--- config.mk ---
export PLATFORM = sky130hd
export DESIGN_NAME = imem_loader
export DESIGN_NICKNAME = d
export VERILOG_FILES = /design/src/rtl/imem_loader.sv
export SDC_FILE = /design/constraint.sdc
export NUM_CORES = 1
export LEC_CHECK = 0
export ABC_AREA = 1
export ABC_CLOCK_PERIOD_IN_PS = 3300
export CORE_UTILIZATION = 63
export DETAILED_ROUTE_END_ITERATION = 8
export DONT_BUFFER_PORTS = 1
export PLACE_DENSITY = 0.83
export RECOVER_POWER = 50
export SYNTH_ARGS = -nofsm -noshare
export SYNTH_HDL_FRONTEND = slang
export SYNTH_SLANG_ARGS = --single-unit
--- constraint.sdc ---
create_clock -name clk -period 3.3 [get_ports clk]
set_input_delay 0.66 -clock clk [delete_from_list [all_inputs] [get_ports clk]]
set_output_delay 0.66 -clock clk [all_outputs]
set_load 0.05 [all_outputs]
--- src/rtl/imem_loader.sv ---
// imem_loader: assembles a little-endian byte stream into 32-bit words and writes them to instruction memory
// Ports:
//   clk, reset                 clock and asynchronous active-high reset
//   start, load_len            begin a load of load_len words (clamped to DEPTH), accepted only when idle
//   byte_valid, byte_data      incoming byte stream, accepted when byte_ready is high
//   byte_ready                 high while loading
//   imem_wr_en/addr/data       one-cycle write strobe, word address and assembled word
//   busy, cpu_hold             high while a load is in progress
//   done                       one-cycle pulse when a load completes
module imem_loader #(
  parameter int DEPTH = 256,
  parameter int AW = 8
) (
  input  logic          clk,
  input  logic          reset,
  input  logic          start,
  input  logic [AW:0]   load_len,
  input  logic          byte_valid,
  input  logic [7:0]    byte_data,
  output logic          byte_ready,
  output logic          imem_wr_en,
  output logic [31:0]   imem_wr_addr,
  output logic [31:0]   imem_wr_data,
  output logic          busy,
  output logic          cpu_hold,
  output logic          done
);
  typedef enum logic [1:0] {IDLE, LOAD, FLUSH, DONE} state_t;
  localparam logic [AW:0] DEPTH_W = (AW+1)'(DEPTH);
  state_t state, state_n;
  logic [AW:0] words_left, len_clamped;
  logic [AW-1:0] word_idx;
  logic [1:0] byte_cnt;
  logic [23:0] partial;
  logic accept, word_done, last_word;
  assign len_clamped = load_len > DEPTH_W ? DEPTH_W : load_len;
  // byte_ready is high exactly when the registered state is LOAD
  assign accept = byte_ready && byte_valid;
  assign word_done = accept && byte_cnt == 2'd3;
  assign last_word = word_done && words_left == (AW+1)'(1);
  assign cpu_hold = busy;
  always_comb begin
    state_n = state;
    if (state == IDLE && start) state_n = len_clamped == '0 ? DONE : LOAD;
    else if (state == LOAD && last_word) state_n = FLUSH;
    else if (state == FLUSH) state_n = DONE;
    else if (state == DONE) state_n = IDLE;
  end
  always_ff @(posedge clk or posedge reset) begin
    if (reset) begin
      state        <= IDLE;
      byte_ready   <= 1'b0;
      busy         <= 1'b0;
      done         <= 1'b0;
      imem_wr_en   <= 1'b0;
      imem_wr_addr <= '0;
      imem_wr_data <= '0;
      words_left   <= '0;
      word_idx     <= '0;
      byte_cnt     <= '0;
      partial      <= '0;
    end else begin
      state      <= state_n;
      byte_ready <= state_n == LOAD;
      busy       <= state_n == LOAD || state_n == FLUSH;
      done       <= state_n == DONE;
      imem_wr_en <= word_done;
      if (state == IDLE && start) begin
        words_left <= len_clamped;
        word_idx   <= '0;
        byte_cnt   <= '0;
      end
      if (accept) begin
        byte_cnt <= byte_cnt + 2'd1;
        // shift in from the top so the first byte ends up in bits [7:0]
        partial  <= {byte_data, partial[23:8]};
      end
      if (word_done) begin
        imem_wr_data <= {byte_data, partial};
        imem_wr_addr <= 32'(word_idx);
        word_idx     <= word_idx + 1'b1;
        words_left   <= words_left - 1'b1;
      end
    end
  end
endmodule

==> results.json <==
{
  "status": "complete, but fails checks",
  "violations": "capacitance limit, slew limit",
  "ir_drop_mv": 0.710,
  "synth_seq_area_share_pct": 55.6,
  "synth.distinct_cells": 23,
  "slew-limit-headroom_pct": -17.0,
  "mostFrequentLayoutCells": "nand2_1 (129), dfrtp_1 (89), o21ai_0 (67), inv_1 (53), nand3_1 (28)",
  "rows": 28,
  "clock_latency_ps": 360,
  "end_kind": "register",
  "clk_pin_slew_worst_paths_ps": 90,
  "seqCellArea_sq_um": 2230,
  "die_w_um": 81.7,
  "p_per_area_nw_per_um2": 1030,
  "avgSynthCellArea_sq_um": 8.67,
  "numCtsBuffers": 9,
  "rrSetupSlack_ps": 800,
  "cts_resized": 0,
  "cts_root_buf": "clkbuf_8",
  "p_leak_nw": 2.14,
  "grt_usage_pct": 25.2,
  "tightest_slew_ps": 1750,
  "grt_setup_unrepaired": "no",
  "r2r_start": "byte_ready$_DFF_PP0_",
  "h-tree-depth": 3,
  "layout_commonest_cell": "nand2_1",
  "final_net_count": 490,
  "critPathRequiredTime_ps": 3460,
  "drive_gt1_share_pct": 5.16,
  "area_growth_pct": 3.62,
  "start_util_pct": 66.5,
  "place.gp.congestion": 0.844,
  "wire_per_inst_um": 13.8,
  "routed_wl_um": 7450,
  "ys_ff_latch": 89,
  "finalSetupViolCount": 0,
  "ios": 90,
  "clk_path_buf_depth": 2,
  "finalHoldViolations": 0,
  "worst_r2r_endpoint": "partial[8]$_DFFE_PP0P_",
  "multi_input_area_sq_um": 1390,
  "maxCapViolations": 2,
  "fillers": 473,
  "grt_start_max_net_pins": 52,
  "drc": 0,
  "io_buffers": 0,
  "crit_fanout": 51,
  "grt_pass1_vias": 2613,
  "coreArea_sq_um": 6030,
  "drtIter0Drc": 199,
  "grt_pass1_wl_um": 12500,
  "slew_violations": 83,
  "die-area_sq_um": 6680,
  "num_antenna_cells": 0,
  "ctsHoldBuffers": 0,
  "yosys_warnings": 0,
  "synthCells": 462,
  "crit_type": "reg2reg",
  "overflow": 0,
  "drt_pre_antenna_iters": 5,
  "cts_num_sinks": 89,
  "netlist_area_sq_um": 4010,
  "ys.flop_type": "dfrtp_1",
  "finalCritPeriodShare_pct": 75.8,
  "total_power_mw": 4.28,
  "post_cts_buffers": 0,
  "dp_hpwl_um": 5060,
  "synthArstFlopShare_pct": 100,
  "hp-class": "in2async",
  "worst_setup_path_start_kind": "register",
  "vias": 2879,
  "max_clock_freq_mhz": 400,
  "die_height_um": 81.7,
  "arrival_ps": 2660,
  "synth-edff-count": 0,
  "vias_per_cell": 5.33,
  "ant_nets": 0,
  "fin_crit_ps": 2500,
  "rr_worst_depth": 3,
  "cts_tree": "built",
  "finalSetupTns_ps": 0,
  "antenna_found_initial": 0,
  "skew_ps": 9.81
}
layout make-up:
cell class / count / area share, %
Inverter: 56 / 5.09
Timing Repair Buffer: 4 / 0.482
Multi-Input combinational cell: 300 / 33.6
Clock inverter: 5 / 1.54
Sequential cell: 89 / 53.7
Clock buffer: 11 / 3.41
Tap cell: 75 / 2.26
worst max-delay path: stages (launching register included):
cell	delay [ps]
dfrtp_1	610
nand2_1	150
clkbuf_1	1270
o21ai_0	260
state kept, by name, indices dropped and copies added, names as in the netlist:
| name | count |
|---|---|
| imem_wr_data | 32 |
| partial | 24 |
| words_left | 9 |
| imem_wr_addr | 8 |
| word_idx | 8 |
| byte_cnt | 2 |
| state | 2 |
| busy | 1 |
| byte_ready | 1 |
| done | 1 |
| imem_wr_en | 1 |
through the flow:
step	area (sq um)	utilization, %	hold WS (ps)	setup WS (ps)	std cells
global placement	3960	65.6	453	1220	524
floorplan	4090	-	442	333	485
detailed placement	3960	65.6	461	1130	524
CTS	4160	69.0	134	1130	540
finish	4150	68.9	311	799	540
global route	4150	68.9	377	505	540
worst max-delay path by stage:
| stage | from | end | slack [ps] | cells after the start |
|---|---|---|---|---|
| finish | byte_ready$_DFF_PP0_ | partial[8]$_DFFE_PP0P_ | 800 | 3 |
| global route | byte_ready$_DFF_PP0_ | partial[13]$_DFFE_PP0P_ | 500 | 4 |
| CTS | byte_ready$_DFF_PP0_ | word_idx[5]$_DFFE_PP0P_ | 1130 | 5 |
| detailed placement | byte_ready$_DFF_PP0_ | word_idx[5]$_DFFE_PP0P_ | 1130 | 5 |
| global placement | byte_ready$_DFF_PP0_ | word_idx[5]$_DFFE_PP0P_ | 1220 | 5 |
| floorplan | reset | busy$_DFF_PP0_ | 330 | 1 |
layer usage:
layer	wire length, um	GRT usage [%]	up-vias
met5	0	0	-
met4	153	11.2	0
met3	517	6.33	13
met2	3470	38.6	112
met1	3310	33.9	1345
li1	-	-	1409
synthesized netlist by cell type (2+ instances only):
library cell  instances  share of area (%)
nand2_1             129                 12
dfrtp_1              89                 56
o21ai_0              67                8.4
inv_1                54                5.1
nand3_1              28                3.5
buf_4                26                4.9
nor2_1               20                1.9
a21oi_1               9                1.1
ha_1                  9                2.8
clkbuf_1              8               0.75
buf_2                 5               0.62
nand4_1               5               0.78
inv_2                 2               0.19
nand2_2               2               0.31
cell families (layout without fill, tap and decap cells):
family	Yosys count	count (layout)	synth area share, %
other	1	24	0.0936
DFF	89	89	55.6
buffers and inverters	96	76	11.8
xor gates and xnor gates	1	1	0.219
adders and majority gates	9	9	2.81
and+or+nand+nor	186	186	19.2
AOI/OAI and AO/OA	80	80	10.2
power by group:
part / switching (mW) / internal [mW]
combinational: 0.640 / 0.308
clock: 0.380 / 0.378
sequential: 1.08 / 1.50
Note: power is estimated with default switching activity, not from simulation.
